[src/rtl/clock_ctrl_pkg.sv]
// Shared types and BCD limits for the digital clock mode/time-setting controller.
package clock_ctrl_pkg;

   localparam int BCD_W = 4;

   typedef enum logic [1:0] {
      MODE_RUN      = 2'd0,
      MODE_SET_HOUR = 2'd1,
      MODE_SET_MIN  = 2'd2
   } mode_e;

   localparam logic [BCD_W-1:0] HOUR_MAX_CHUC    = 4'd2;
   localparam logic [BCD_W-1:0] HOUR_MAX_DV_AT_2 = 4'd3;
   localparam logic [BCD_W-1:0] MIN_MAX_CHUC     = 4'd5;
   localparam logic [BCD_W-1:0] DV_MAX           = 4'd9;

   localparam int HOUR_MAX = int'(HOUR_MAX_CHUC) * 10 + int'(HOUR_MAX_DV_AT_2);
   localparam int MIN_MAX  = int'(MIN_MAX_CHUC) * 10 + int'(DV_MAX);

   typedef struct packed {
      logic [BCD_W-1:0] hour_chuc;
      logic [BCD_W-1:0] hour_dv;
      logic [BCD_W-1:0] min_chuc;
      logic [BCD_W-1:0] min_dv;
   } bcd_time_t;

endpackage

[src/rtl/clock_ctrl_if.sv]
// Controller-side bundle: buttons and live time in, tick/load/preset/mode/blink out.
interface clock_ctrl_if;
   import clock_ctrl_pkg::*;

   logic             btn_mode;
   logic             btn_inc;
   logic [BCD_W-1:0] cur_hour_chuc;
   logic [BCD_W-1:0] cur_hour_dv;
   logic [BCD_W-1:0] cur_min_chuc;
   logic [BCD_W-1:0] cur_min_dv;
   logic             tick;
   logic             load;
   logic [BCD_W-1:0] set_hour_chuc;
   logic [BCD_W-1:0] set_hour_dv;
   logic [BCD_W-1:0] set_min_chuc;
   logic [BCD_W-1:0] set_min_dv;
   logic [1:0]       mode;
   logic             blink;

   modport master (
      input  btn_mode, btn_inc,
      input  cur_hour_chuc, cur_hour_dv, cur_min_chuc, cur_min_dv,
      output tick, load, mode, blink,
      output set_hour_chuc, set_hour_dv, set_min_chuc, set_min_dv
   );

   modport slave (
      output btn_mode, btn_inc,
      output cur_hour_chuc, cur_hour_dv, cur_min_chuc, cur_min_dv,
      input  tick, load, mode, blink,
      input  set_hour_chuc, set_hour_dv, set_min_chuc, set_min_dv
   );

endinterface

[src/rtl/clock_ctrl_bcd2_inc.sv]
// Combinational two-digit BCD increment, wrapping to 00 after MAX_VAL (23 or 59).
module bcd2_inc
   import clock_ctrl_pkg::*;
#(
   parameter int MAX_VAL = 59
) (
   input  logic [BCD_W-1:0] chuc_i,
   input  logic [BCD_W-1:0] dv_i,
   output logic [BCD_W-1:0] chuc_o,
   output logic [BCD_W-1:0] dv_o
);

   localparam logic [BCD_W-1:0] MAX_CHUC = BCD_W'(MAX_VAL / 10);
   localparam logic [BCD_W-1:0] MAX_DV   = BCD_W'(MAX_VAL % 10);

   always_comb begin
      chuc_o = chuc_i;
      dv_o   = dv_i + 4'd1;
      if (chuc_i == MAX_CHUC && dv_i == MAX_DV) begin
         chuc_o = '0;
         dv_o   = '0;
      end else if (dv_i >= DV_MAX) begin
         chuc_o = chuc_i + 4'd1;
         dv_o   = '0;
      end
   end

endmodule

[src/rtl/clock_ctrl.sv]
// Mode/time-setting controller: count-enable prescaler, RUN/SET_HOUR/SET_MIN editing, preset load.
// Blink generator for the edited field is built only when CLOCK_CTRL_BLINK_EN is defined.
module clock_ctrl
   import clock_ctrl_pkg::*;
#(
   parameter int TICK_DIV  = 50_000_000,
   parameter int BLINK_DIV = 12_500_000
) (
   input logic          clk2,
   input logic          reset,
   clock_ctrl_if.master bus
);

   localparam logic [1:0] ST_RUN      = MODE_RUN;
   localparam logic [1:0] ST_SET_HOUR = MODE_SET_HOUR;
   localparam logic [1:0] ST_SET_MIN  = MODE_SET_MIN;

   localparam int               PRE_W   = $clog2(TICK_DIV);
   localparam logic [PRE_W-1:0] PRE_MAX = PRE_W'(TICK_DIV - 1);

   if (TICK_DIV < 2 || BLINK_DIV < 2) begin : g_param_check
      $error("clock_ctrl: TICK_DIV and BLINK_DIV must be at least 2");
   end

   logic [1:0]       state_q, state_d;
   logic             btn_mode_q, btn_inc_q;
   logic             mode_press, inc_press;
   bcd_time_t        shadow_q, shadow_d;
   logic             load_q, load_d;
   logic             tick_q, tick_d;
   logic             run_stay;
   logic [PRE_W-1:0] pre_q, pre_d;
   logic [BCD_W-1:0] hour_chuc_inc, hour_dv_inc, min_chuc_inc, min_dv_inc;

   bcd2_inc #(.MAX_VAL(HOUR_MAX)) u_hour_inc (
      .chuc_i (shadow_q.hour_chuc),
      .dv_i   (shadow_q.hour_dv),
      .chuc_o (hour_chuc_inc),
      .dv_o   (hour_dv_inc)
   );

   bcd2_inc #(.MAX_VAL(MIN_MAX)) u_min_inc (
      .chuc_i (shadow_q.min_chuc),
      .dv_i   (shadow_q.min_dv),
      .chuc_o (min_chuc_inc),
      .dv_o   (min_dv_inc)
   );

   assign mode_press = bus.btn_mode & ~btn_mode_q;
   // A mode press on the same edge swallows any increment press.
   assign inc_press  = bus.btn_inc & ~btn_inc_q & ~mode_press;

   // NOTE: every always_comb output gets a default first, so no path can infer a latch.
   always_comb begin
      state_d  = state_q;
      shadow_d = shadow_q;
      load_d   = 1'b0;
      case (state_q)
         ST_RUN: begin
            if (mode_press) begin
               state_d            = ST_SET_HOUR;
               shadow_d.hour_chuc = bus.cur_hour_chuc;
               shadow_d.hour_dv   = bus.cur_hour_dv;
               shadow_d.min_chuc  = bus.cur_min_chuc;
               shadow_d.min_dv    = bus.cur_min_dv;
            end
         end
         ST_SET_HOUR: begin
            if (mode_press) begin
               state_d = ST_SET_MIN;
            end else if (inc_press) begin
               shadow_d.hour_chuc = hour_chuc_inc;
               shadow_d.hour_dv   = hour_dv_inc;
            end
         end
         ST_SET_MIN: begin
            if (mode_press) begin
               state_d = ST_RUN;
               load_d  = 1'b1;
            end else if (inc_press) begin
               shadow_d.min_chuc = min_chuc_inc;
               shadow_d.min_dv   = min_dv_inc;
            end
         end
         default: state_d = ST_RUN;
      endcase
   end

   // Prescaler only advances while RUN is both current and next, so leaving RUN never ticks.
   always_comb begin
      run_stay = (state_q == ST_RUN) && (state_d == ST_RUN);
      pre_d    = '0;
      tick_d   = 1'b0;
      if (run_stay) begin
         if (pre_q == PRE_MAX) begin
            tick_d = 1'b1;
         end else begin
            pre_d = pre_q + PRE_W'(1);
         end
      end
   end

   // NOTE: clocked state uses <= so every register samples the pre-edge values.
   always_ff @(posedge clk2 or posedge reset) begin
      if (reset) begin
         state_q    <= ST_RUN;
         btn_mode_q <= 1'b1;
         btn_inc_q  <= 1'b1;
         shadow_q   <= '0;
         load_q     <= 1'b0;
         tick_q     <= 1'b0;
         pre_q      <= '0;
      end else begin
         state_q    <= state_d;
         btn_mode_q <= bus.btn_mode;
         btn_inc_q  <= bus.btn_inc;
         shadow_q   <= shadow_d;
         load_q     <= load_d;
         tick_q     <= tick_d;
         pre_q      <= pre_d;
      end
   end

   assign bus.mode          = state_q;
   assign bus.tick          = tick_q;
   assign bus.load          = load_q;
   assign bus.set_hour_chuc = shadow_q.hour_chuc;
   assign bus.set_hour_dv   = shadow_q.hour_dv;
   assign bus.set_min_chuc  = shadow_q.min_chuc;
   assign bus.set_min_dv    = shadow_q.min_dv;

`ifdef CLOCK_CTRL_BLINK_EN
   localparam int               BLK_W   = $clog2(BLINK_DIV);
   localparam logic [BLK_W-1:0] BLK_MAX = BLK_W'(BLINK_DIV - 1);

   logic [BLK_W-1:0] bcnt_q, bcnt_d;
   logic             blink_q, blink_d;

   // Cleared in RUN and on every SET entry so each edited field starts with blink low.
   always_comb begin
      bcnt_d  = '0;
      blink_d = 1'b0;
      if (state_d != ST_RUN && state_d == state_q) begin
         if (bcnt_q == BLK_MAX) begin
            blink_d = ~blink_q;
         end else begin
            bcnt_d  = bcnt_q + BLK_W'(1);
            blink_d = blink_q;
         end
      end
   end

   always_ff @(posedge clk2 or posedge reset) begin
      if (reset) begin
         bcnt_q  <= '0;
         blink_q <= 1'b0;
      end else begin
         bcnt_q  <= bcnt_d;
         blink_q <= blink_d;
      end
   end

   assign bus.blink = blink_q;
`else
   assign bus.blink = 1'b0;
`endif

endmodule

[src/flat_wrapper.sv]
// flat-port wrapper written by rule: the top's interface ports become plain ports
module clock_ctrl_flat import clock_ctrl_pkg::*;
#(
   parameter int TICK_DIV  = 50_000_000,
   parameter int BLINK_DIV = 12_500_000
)
  (clk2, reset, bus_btn_mode, bus_btn_inc, bus_cur_hour_chuc, bus_cur_hour_dv, bus_cur_min_chuc, bus_cur_min_dv, bus_tick, bus_load, bus_mode, bus_blink, bus_set_hour_chuc, bus_set_hour_dv, bus_set_min_chuc, bus_set_min_dv);
  clock_ctrl_if bus_i ();
  input logic clk2;
  input logic reset;
  input wire logic [$bits(bus_i.btn_mode)-1:0] bus_btn_mode;
  input wire logic [$bits(bus_i.btn_inc)-1:0] bus_btn_inc;
  input wire logic [$bits(bus_i.cur_hour_chuc)-1:0] bus_cur_hour_chuc;
  input wire logic [$bits(bus_i.cur_hour_dv)-1:0] bus_cur_hour_dv;
  input wire logic [$bits(bus_i.cur_min_chuc)-1:0] bus_cur_min_chuc;
  input wire logic [$bits(bus_i.cur_min_dv)-1:0] bus_cur_min_dv;
  output wire logic [$bits(bus_i.tick)-1:0] bus_tick;
  output wire logic [$bits(bus_i.load)-1:0] bus_load;
  output wire logic [$bits(bus_i.mode)-1:0] bus_mode;
  output wire logic [$bits(bus_i.blink)-1:0] bus_blink;
  output wire logic [$bits(bus_i.set_hour_chuc)-1:0] bus_set_hour_chuc;
  output wire logic [$bits(bus_i.set_hour_dv)-1:0] bus_set_hour_dv;
  output wire logic [$bits(bus_i.set_min_chuc)-1:0] bus_set_min_chuc;
  output wire logic [$bits(bus_i.set_min_dv)-1:0] bus_set_min_dv;
  assign bus_i.btn_mode = bus_btn_mode;
  assign bus_i.btn_inc = bus_btn_inc;
  assign bus_i.cur_hour_chuc = bus_cur_hour_chuc;
  assign bus_i.cur_hour_dv = bus_cur_hour_dv;
  assign bus_i.cur_min_chuc = bus_cur_min_chuc;
  assign bus_i.cur_min_dv = bus_cur_min_dv;
  assign bus_tick = bus_i.tick;
  assign bus_load = bus_i.load;
  assign bus_mode = bus_i.mode;
  assign bus_blink = bus_i.blink;
  assign bus_set_hour_chuc = bus_i.set_hour_chuc;
  assign bus_set_hour_dv = bus_i.set_hour_dv;
  assign bus_set_min_chuc = bus_i.set_min_chuc;
  assign bus_set_min_dv = bus_i.set_min_dv;
  clock_ctrl #(.TICK_DIV(TICK_DIV), .BLINK_DIV(BLINK_DIV)) u_core (.clk2(clk2), .reset(reset), .bus(bus_i));
endmodule
[config.mk]
export PLATFORM = sky130hd
export DESIGN_NAME = clock_ctrl_flat
export DESIGN_NICKNAME = d
export VERILOG_FILES = /design/src/rtl/clock_ctrl_pkg.sv /design/src/rtl/clock_ctrl_if.sv /design/src/rtl/clock_ctrl_bcd2_inc.sv /design/src/rtl/clock_ctrl.sv /design/src/flat_wrapper.sv
export SDC_FILE = /design/constraint.sdc
export NUM_CORES = 1
export LEC_CHECK = 0
export CAP_MARGIN = 10
export CORE_UTILIZATION = 25
export CTS_CLUSTER_DIAMETER = 120
export DETAILED_ROUTE_END_ITERATION = 7
export GPL_ROUTABILITY_DRIVEN = 0
export SYNTH_ARGS = -nofsm -noshare
export SYNTH_HDL_FRONTEND = slang
export SYNTH_SLANG_ARGS = --single-unit
[constraint.sdc]
create_clock -name clk2 -period 2 [get_ports clk2]
set_clock_uncertainty 0.2 [all_clocks]
set_input_delay 0.4 -clock clk2 [delete_from_list [all_inputs] [get_ports clk2]]
set_output_delay 0.4 -clock clk2 [all_outputs]
set_load 0.01 [all_outputs]
==> summary.txt <==
Job
  • Maxcap violations: 0

Min path
  • Hold Crit Class: in2async

Setup path
  • Critical path type: reg2out
  • Worst EP arrival: 1.33 ns
  • Reg2reg setup slack: 0.08 ns
  • R2R Path Start: u_core.pre_q[0]
  • Startpoint types: flop
  • Critical-path maximum fanout: 3
  • R2R depth: 5
  • CP Capture Type: output pin
  • Crit path required time: 1.40 ns
  • Worst r2r dst: u_core.pre_q[20]

Yosys
  • Distinct cell type count after synthesis: 54
  • Seq/Total Area, Yosys: 42.5%
  • Synth top area cells: dfrtp_1, ha_1, a21oi_1, o31ai_1, or4_1
  • Syn Nets: 328
  • Cell Area, Synth: 0.00283 sq mm
  • Dominant cell type by area after synthesis: dfrtp_1
  • Post-synth ARST share: 100%
  • Number of synthesized register bits: 48
  • Top_reg_cell synth: dfrtp_1
  • Post-synth EDFFs: 0
  • Synth warn: 0
  • Synth top area share: 40.7%
  • Top cells by count, synth: dfrtp_1, a21oi_1, nor2_1
  • Most common cell in the netlist: dfrtp_1
  • Cell count after synthesis: 297
  • Avg Inst Size Synth: 9.53 sq um

Timing
  • Final-report setup violation count: 0
  • Max-slew violation count: 0
  • Fin crit period: 1.93 ns
  • Final period util: 96.3%
  • RSZ-0062 raised after global routing: yes
  • FMAX: 519 MHz
  • Fin. Hold Viols: 0

Clock tree
  • TritonCTS clock tree: done
  • Clock latency on the worst-skew pair: 0.28 ns
  • Clock sink count: 48
  • Clock transition at the registers of the reported paths: 0.06 ns
  • Longest Clk Path Bufs: 2
  • H-tree Lvls: 2
  • Num CTS Buffers: 5
  • Hold-fix buffers at CTS: 0
  • CTS Root Cell: clkbuf_16

Die
  • Starting density of the core: 25.9%
  • Cell Rows: 38
  • Die area: 0.0118 sq mm
  • I/O pin cnt: 41
  • Die W: 108 um
  • Placeable core area: 0.0109 sq mm
  • Die height: 108 um

Finish
  • Area Overhead vs Synth: 37.2%
  • Layout cells sized above 1: 20.9%
  • Final std cells w/o fill: 513
  • Final #Nets: 403
  • Diode count: 0

Power and ir drop
  • Total leakage power: 1.61 nW
  • Pwr/cell area: 1070 mW/mm^2
  • Total power draw: 4.17 mW
  • VDD IR-drop max: 0.000520 V

GRT
  • Largest net degree at the start of global routing: 49
  • Vias in the first global route: 2510
  • Initial antenna violation count: 0
  • GRT overflow: 0
  • GRT Util Overall: 11.8%
  • Global-route wire length before repair: 11.2 mm

Routing
  • WL per Instance: 13.0 um
  • Vias: 2507
  • Drt pass-1 iters: 4
  • Remaining antenna violation count: 0
  • Routed wire length: 6.67 mm
  • Initial drt markers: 122
  • DR DRC count: 0
  • Post-DR vias/cell: 4.89

Placed design
  • Dpl hpwl: 4.90 mm
  • PortBufs: 39
  • DP Cell Count: 504

Status
  • Status: completed
## worst max-delay path by stage
stage	startpoint	endpoint	cells after the start
2_1_floorplan	u_core.bus.mode[0]	u_core.bus.set_hour_chuc[0]	5
3_3_place_gp	bus_btn_mode	u_core.bus.set_hour_chuc[0]	6
3_5_place_dp	bus_btn_mode	u_core.bus.set_hour_chuc[0]	6
4_1_cts	u_core.bus.mode[0]	bus_mode[0]	2
5_1_grt	u_core.pre_q[0]	u_core.pre_q[24]	5
6_report	u_core.bus.set_min_dv[0]	bus_set_min_dv[0]	2
## power breakdown
| part | total [mW] | internal (mW) | switching (mW) | leakage (nW) |
|---|---|---|---|---|
| registers | 1.39 | 1.17 | 0.214 | 0.625 |
| clock network | 0.848 | 0.498 | 0.349 | 0.0701 |
| logic | 1.93 | 1.01 | 0.927 | 0.915 |
## cell usage in the layout, fill, tap and decap left out, drive strengths merged, types with 4 or more instances in the layout
master         instances
a21oi                 21
nand2                 20
nor3                   8
nand4                 10
ha                    11
o31ai                 17
inv                   16
o21ai                  8
nor4b                  4
and4                   4
dfrtp                 46
nand3                 15
nor2b                  4
or4                   12
a221oi                 4
clkbuf                 7
nor2                  21
o31a                   4
buf                   44
and3                   4
clkdlybuf4s50         35
nand2b                 5
xnor2                 10
## repair_timing
item                                   CTS  global route
gates resized for setup                  3            15
pin swaps                                1             2
cloned                                   0             0
buffers inserted                         0             1
setup endpoints to repair                7            34
endpoints found under the hold margin    0             0
## area by class of cell
| type | count | area (sq um) |
|---|---|---|
| clock buffers | 7 | 143 |
| clock inverters | 1 | 7.51 |
| fillers | 1154 | 7050 |
| inverters | 16 | 60.1 |
| multi-input cells | 218 | 1540 |
| flip-flops and latches | 48 | 1210 |
| well taps | 140 | 175 |
| repair buffers | 83 | 756 |
## metal layers
layer  routed length, um  vias to the layer above  global-route usage [%]
met1                3090                     1216                    14.9
met5                   0                        -                       0
met2                3320                       40                    20.2
met4                  28                        0                    2.90
met3                 239                        2                    2.65
li1                    -                     1249                       -
## logic make-up (layout without fill, tap and decap cells)
kind of cell | Yosys count | in the layout | synth area share (%)
adder cells (fa/ha/maj) | 11 | 11 | 4.86
AND/OR/NAND/NOR | 120 | 120 | 24.8
buffers and inverters | 31 | 107 | 5.13
other | 1 | 1 | 0.132
flip-flops | 48 | 48 | 42.5
multiplexers | 2 | 2 | 0.751
AO/OA/AOI/OAI | 71 | 71 | 17.8
XOR/XNOR | 13 | 13 | 4.02
## state kept, by name, summed over array words and instances (netlist names), 2 cells and up
name	count
u_core.bus.set_min_dv	4
u_core.bus.mode	2
u_core.bus.set_hour_dv	4
u_core.bus.set_min_chuc	4
u_core.pre_q	26
u_core.bus.set_hour_chuc	4
## metrics by stage
stage / util, % / hold slack, ns / TNS (ns) / setup slack [ns] / instance area (sq um)
after floorplan: - / 0.204 / 0 / 0.00676 / 2850
after global placement: 33.6 / 0.268 / -8.23 / -0.349 / 3680
after detailed placement: 33.6 / 0.283 / -8.48 / -0.373 / 3680
after CTS: 35.0 / 0.291 / 0 / 0.00220 / 3830
after global routing: 35.5 / 0.320 / -0.0598 / -0.0258 / 3880
final: 35.5 / 0.279 / 0 / 0.0745 / 3880
## critical path, cell delays in order, from the launching register on
cell and delay, ns:
dfrtp_1 0.39, buf_4 0.14, clkdlybuf4s50_1 0.52
(Power assumes the default switching activity.)
